==> config.mk <==
export PLATFORM = sky130hd
export DESIGN_NAME = string_frame_tx
export DESIGN_NICKNAME = d
export VERILOG_FILES = /design/src/rtl/string_frame_tx.sv
export SDC_FILE = /design/constraint.sdc
export NUM_CORES = 1
export LEC_CHECK = 0
export ABC_AREA = 1
export BUFFER_PORTS_ARGS = -buffer_cell sky130_fd_sc_hd__buf_2
export CELL_PAD_IN_SITES_DETAIL_PLACEMENT = 2
export CELL_PAD_IN_SITES_GLOBAL_PLACEMENT = 2
export CORE_MARGIN = 4
export CORE_UTILIZATION = 32
export CTS_BUF_LIST = sky130_fd_sc_hd__clkbuf_4 sky130_fd_sc_hd__clkbuf_8
export DETAILED_ROUTE_END_ITERATION = 10
export HOLD_SLACK_MARGIN = 0.15
export PLACE_DENSITY = 0.78
export SYNTH_ARGS = -nofsm -noshare
export SYNTH_HDL_FRONTEND = slang
export SYNTH_SLANG_ARGS = --single-unit
==> constraint.sdc <==
create_clock -name clk -period 2 [get_ports clk]
set_input_delay 0.1 -clock clk [delete_from_list [all_inputs] [get_ports clk]]
set_output_delay 0.1 -clock clk [all_outputs]
set_load 0.02 [all_outputs]
==> src/rtl/string_frame_tx.sv <==
// Serial frame transmitter for the string-detector link.
// Sends a latched frame MSB-first, then a quiet gap, and counts the overlapping
// occurrences of a pattern in the frame as a reference result for the detector.
module string_frame_tx #(
  parameter int unsigned FRAME_LEN = 20,
  parameter int unsigned GAP_LEN   = 4,
  parameter int unsigned PAT_W     = 4,
  parameter int unsigned CNT_W     = 5
) (
  input  logic                 clk,
  input  logic                 rst,
  input  logic                 in_valid,
  output logic                 in_ready,
  input  logic [FRAME_LEN-1:0] in_frame,
  input  logic [PAT_W-1:0]     in_pattern,
  output logic                 serial_out,
  output logic                 serial_valid,
  output logic                 busy,
  output logic                 done,
  output logic [CNT_W-1:0]     match_count
);

  localparam int unsigned BitW = (FRAME_LEN > 1) ? $clog2(FRAME_LEN) : 1;
  localparam int unsigned GapW = (GAP_LEN > 1) ? $clog2(GAP_LEN) : 1;

  typedef enum logic [1:0] {StIdle, StSend, StGap} state_t;

  state_t               state;
  logic [FRAME_LEN-1:0] shift;
  logic [PAT_W-1:0]     pattern;
  logic [PAT_W-1:0]     history;
  logic [CNT_W-1:0]     run_count;
  logic [BitW-1:0]      bit_cnt;
  logic [GapW-1:0]      gap_cnt;

  logic [FRAME_LEN-1:0] shift_next;
  logic [PAT_W-1:0]     hist_next;
  logic                 hit;
  logic [CNT_W-1:0]     run_next;
  logic                 last_bit;

  // Only in_ready is combinational, and it decodes state alone.
  assign in_ready = (state == StIdle);

  // Match bookkeeping for the bit currently on serial_out.
  always_comb begin
    shift_next = shift << 1;
    hist_next  = (history << 1) | PAT_W'(serial_out);
    hit        = (bit_cnt >= BitW'(PAT_W - 1)) && (hist_next == pattern);
    run_next   = run_count + CNT_W'(hit);
    last_bit   = (bit_cnt == BitW'(FRAME_LEN - 1));
  end

  // Transmit FSM with registered outputs.
  always_ff @(posedge clk) begin
    if (rst) begin
      state        <= StIdle;
      shift        <= '0;
      pattern      <= '0;
      history      <= '0;
      run_count    <= '0;
      bit_cnt      <= '0;
      gap_cnt      <= '0;
      serial_out   <= 1'b0;
      serial_valid <= 1'b0;
      busy         <= 1'b0;
      done         <= 1'b0;
      match_count  <= '0;
    end else begin
      done <= 1'b0;
      case (state)
        StIdle: begin
          if (in_valid) begin
            shift        <= in_frame;
            pattern      <= in_pattern;
            history      <= '0;
            run_count    <= '0;
            bit_cnt      <= '0;
            serial_out   <= in_frame[FRAME_LEN-1];
            serial_valid <= 1'b1;
            busy         <= 1'b1;
            state        <= StSend;
          end
        end
        StSend: begin
          history   <= hist_next;
          run_count <= run_next;
          shift     <= shift_next;
          if (last_bit) begin
            bit_cnt      <= '0;
            gap_cnt      <= '0;
            serial_out   <= 1'b0;
            serial_valid <= 1'b0;
            if (GAP_LEN == 0) begin
              state       <= StIdle;
              busy        <= 1'b0;
              done        <= 1'b1;
              match_count <= run_next;
            end else begin
              state <= StGap;
            end
          end else begin
            bit_cnt    <= bit_cnt + BitW'(1);
            serial_out <= shift_next[FRAME_LEN-1];
          end
        end
        StGap: begin
          if (gap_cnt == GapW'(GAP_LEN - 1)) begin
            state       <= StIdle;
            busy        <= 1'b0;
            done        <= 1'b1;
            match_count <= run_count;
          end else begin
            gap_cnt <= gap_cnt + GapW'(1);
          end
        end
        default: state <= StIdle;
      endcase
    end
  end

endmodule

# Word-level counts from Yosys, hierarchy flattened
# Cells that the tools add are included.
# Widths: inputs -> output; s select.
# word_totals
regBits	49
in_bits	27
output_inout_bits	10
word_cells	64
# op_classes
add_sub_neg	3
magnitude_cmp	1
eq_ne	9
muxes	24
n_bitwise	2
n_reduce_logical	13
# ops
op	count
$pmux 19 s2	1
$pmux 5 s2	2
$mux 19	1
$reduce_and 3->1	4
$mux 2	5
$mux 5	2
$ne 2x2->1 const B	4
$mux 1	6
$pmux 1 s2	3
$pmux 2 s3	1
$pmux 3 s2	1
$reduce_and 2->1	3
$reduce_bool 2->1	3
$add 5x1->5	1
$add 5x1->5 const B	1
$eq 5x5->1 const B	1
$ge 5x2->1 const B	1
$eq 2x2->1 const B	2
$eq 4x4->1	1
$or 4x1->4	1
$pmux 2 s2	1
$mux 3	1
$add 2x1->2 const B	1
$eq 2x1->1 const B	1
4 further kinds	4

# Logic depth before layout (Yosys ltp)
# depth
depth_word	5
depth_mapped	12

# Worst setup path before layout
# OpenSTA, ideal clock, no wires.
# synth_path
path_type	reg-to-reg
start	register bit_cnt[0]
end	register run_count[4]
setup_time_ps	116
arrival_ps	1480
required_time_ps	1884
setup_slack_ps	404
path_stages_with_launch	13
n_path_buf	0
cell_sequence	dfxtp_1 ha_1 inv_1 nand4_1 nand3_1 nor2_1 ha_1 ha_1 nand2_1 nor2_1 nand3_1 nand2_1 a21oi_1
# synth_via
elab_chain_cells	4
# synth_rtl
item	line_no	source
start, declared	33	logic [BitW-1:0] bit_cnt;
start signal, assigned	103	bit_cnt <= bit_cnt + BitW'(1);
$ge 5x2->1	49	hit = (bit_cnt >= BitW'(PAT_W - 1)) && (hist_next == pattern);
$logic_and 1x1->1	49	
$add 5x1->5	50	run_next = run_count + CNT_W'(hit);
$pmux 5 s2	71	case (state)
end signal, assigned	87	run_count <= run_next;
end, declared	32	logic [CNT_W-1:0] run_count;
# Every way passes these cells.
# A chain may end at the register's enable or synchronous reset.

# Final worst setup path
# Ends and elaborated chain as after synthesis.

==> impl_metrics.env <==
export IMPL_status="completed"
export IMPL_clkLatencyLatePin_ns=0.30
export IMPL_synth_most_common_cell="nand2_1"
export IMPL_numCtsBuffers=5
export IMPL_setup_total_negative_slack_ns=0
export IMPL_die_y_um=88.3
export IMPL_syn_area_per_cell_um2=7.25
export IMPL_design_core_area_mm2=0.00631
export IMPL_min_delay_start="in_frame[18]"
export IMPL_timing_critical_path_slowest_stage_cell="dfxtp_2"
export IMPL_finalSetupViolations=0
export IMPL_grt_start_max_net_pins=38
export IMPL_synth_fp_nets=316
export IMPL_reg2reg_from="bit_cnt[0]"
export IMPL_firstDrtPassIters=4
export IMPL_count_of_flip_flops_with_a_built_in_enable_after_synthesis=0
export IMPL_hold_path_class="in -> reg"
export IMPL_worst_clock_skew_ns=0.00711
export IMPL_routed_via_count=2090
export IMPL_io_buffer_count=36
export IMPL_drt_vias_per_instance=4.96
export IMPL_yosysSeqAreaShare=0.475
export IMPL_r2r_slack_ns=0.14
export IMPL_timing_critical_path_arrival_ns=2.06
export IMPL_synth_seq_cells=49
export IMPL_worstSetupEndpointType="register"
export IMPL_synth_top_cells_by_area="dfxtp_1 (47%), nand2_1 (18%), a21oi_1 (5.3%), a31oi_1 (5.1%), nor2_1 (4.7%)"
export IMPL_timing_max_cap_violations=0
export IMPL_grt_setup_unrepaired="false"
export IMPL_power_per_cell_area_mw_per_mm2=777
export IMPL_top_level_ports=37
export IMPL_worst_r2r_cell_count=12
export IMPL_number_of_rows_created_at_floorplan=29
export IMPL_place_detailed_hpwl_um=4170
export IMPL_final_net_count=374
export IMPL_final_max_slew_violation_count=0
export IMPL_setup_worst_path_class="reg -> reg"
export IMPL_data_required_time_at_the_worst_endpoint_ns=2.19
export IMPL_timing_final_crit_share=0.931
export IMPL_antenna_violating_nets_post_route=0
export IMPL_tritoncts_num_sinks=49
export IMPL_first_global_vias=2345
export IMPL_ys_types=22
export IMPL_post_cts_repair_setup_buffers=0
export IMPL_clock_tree_root_cell="clkbuf_8"
export IMPL_postSynth_asyncResetShare=0
export IMPL_detailedRoute_firstIterationViolations=69
export IMPL_cell_accounting_for_the_most_synthesized_area="dfxtp_1"
export IMPL_detailed_route_wire_length_um=6630
export IMPL_syn2layout_area_growth_pct=28.3
export IMPL_synth_area_mm2=0.00207
export IMPL_synth_top_area_frac=0.475
export IMPL_finalWorstPathRequiredPeriod_ns=1.86
export IMPL_slew_limit_headroom=0.702
export IMPL_fp_dieW_um=88.3
export IMPL_crit_family="simple AND/OR/NAND/NOR gates"
export IMPL_post_place_ws_ns=0.120
export IMPL_cts_root_to_sink_buffers=2
export IMPL_max_fo_critical_path=5
export IMPL_detail_route_drc_violations=0
export IMPL_worstHoldPathCells=5
export IMPL_fill_cells=771
export IMPL_synth_warnings=0
export IMPL_holdPathEnd="shift[18]"
export IMPL_globalRouteTotalUtil=0.185
export IMPL_syn_instance_count=285
export IMPL_gp_routability_congestion=0.796
export IMPL_fp_dieArea_mm2=0.00780
export IMPL_critical_path_max_stage_delay_ns=0.36
export IMPL_start_kind="register"
export IMPL_grt_first_pass_wirelength_um=11300
export IMPL_postLayoutSetupSlackWorst_ns=0.138
export IMPL_clock_tree_htree_level_count=2
export IMPL_hold_slack_ns=0.186
export IMPL_cp_num_buf_inv=1
export IMPL_grt_remaining_overflow=0
export IMPL_final_layout_size_suffix_gt1_frac=0.172
export IMPL_wl_per_cell_um=15.8
export IMPL_start_util=0.327
export IMPL_worstMarginPinSlew_ns=0.447
export IMPL_timing_critical_path_cells="ha_2 -> inv_1 -> nand4_1 -> nand3_1 -> nor2_1 -> ha_2 -> ha_1 -> nand2_1 -> nor2_2 -> nand3_1 -> nand2_1 -> a21oi_1"
export IMPL_post_cts_clock_slew_at_the_launch_and_capture_registers_of_the_worst_setup_and_hold_paths_ns=0.09
export IMPL_tritoncts_clock_tree="yes"
export IMPL_synth_top_cells_by_count="nand2_1 (101), dfxtp_1 (49), nor2_1 (26)"
export IMPL_total_leakage_power_nw=1.06
export IMPL_max_clock_freq_mhz=537
export IMPL_timing_rr_end="run_count[4]"
export IMPL_timing_hold_violations_final=0
export IMPL_antenna_diode_count=0
export IMPL_vdd_ir_drop_worst_mv=0.365
export IMPL_synthFlopType="dfxtp_1"
export IMPL_grt_antenna_before_repair=0
## final cells by class
class | count | area (um2) | area share
repair buffers | 64 | 448 | 0.169
clock inverters | 1 | 7.51 | 0.00283
inverters | 16 | 60.1 | 0.0227
multi-input cells | 207 | 972 | 0.367
well taps | 77 | 96.3 | 0.0363
clock buffers | 7 | 83.8 | 0.0316
flip-flops and latches | 49 | 983 | 0.371
## logic make-up after synthesis
family,after synthesis,share of synthesized area
AO/OA/AOI/OAI,51,0.136
AND/OR/NAND/NOR,148,0.288
buffers and inverters,29,0.0600
flip-flops,49,0.475
adder cells (fa/ha/maj),4,0.0242
XOR/XNOR,4,0.0170
## flip-flops by register name, summed over array words and instances (netlist names)
name and flops:
serial_out 1, busy 1, history 3, pattern 4, done 1, shift 19
serial_valid 1, gap_cnt 2, bit_cnt 5, run_count 5, state 2, match_count 5
## layout by cell type (no fill, tap or decap), drive strengths merged
cell         synthesis  routed
xnor2                4       4
o21bai               1       1
dlygate4sd3          0      23
nand3               12      12
buf                 10      41
inv                 16      16
nand4                4       4
clkbuf               3       7
o21ai               10      10
nand3b               2       2
a31oi               17      17
nor2                28      28
nand2              102     102
dfxtp               49      49
clkinvlp             0       1
a21oi               22      22
o22ai                1       1
ha                   4       4
## worst max path at each step
stage | start | end | depth (start not counted)
6_report | bit_cnt[0] | run_count[4] | 12
5_1_grt | bit_cnt[0] | run_count[4] | 12
4_1_cts | bit_cnt[0] | run_count[4] | 12
3_5_place_dp | bit_cnt[0] | run_count[4] | 12
3_3_place_gp | bit_cnt[0] | run_count[4] | 12
2_1_floorplan | bit_cnt[0] | run_count[4] | 12
## through the flow
step | cells | area (um2) | power, W | utilization
global route | 421 | 2650 | 0.00218 | 0.420
CTS | 421 | 2640 | 0.00209 | 0.418
detailed placement | 390 | 2320 | 0.00144 | 0.367
global placement | 390 | 2320 | 0.00142 | 0.367
finish | 421 | 2650 | 0.00206 | 0.420
floorplan | 285 | 2070 | 0.00131 | -
## power breakdown
group	internal, W	switching (W)	total, W
sequential	0.00104	0.0000433	0.00108
combinational	0.000140	0.000227	0.000367
clock	0.000276	0.000335	0.000610
## layer usage
metal  GRT usage  part of all wire  vias up
met5           0                 0        -
met4      0.0398            0.0072        0
met3      0.0307             0.023        5
met2       0.341              0.51       29
met1       0.224              0.46     1016
li1            -                 -     1040
## worst reg2reg max path: cells and delay by family, from the launching register on
kind | cells | cell delay [ns]
AOI/OAI and AO/OA | 1 | 0.04
buffers and inverters | 1 | 0.07
and+or+nand+nor | 7 | 0.67
DFF | 1 | 0.36
adders and majority gates | 3 | 0.61
## repair_timing
| action | CTS | global route |
|---|---|---|
| hold buffers | 23 | 0 |
| hold endpoints to repair | 23 | 0 |
| endpoints found under the setup margin | 0 | 1 |
| resized for setup | 0 | 5 |
Note: power is estimated with default switching activity, not from simulation.
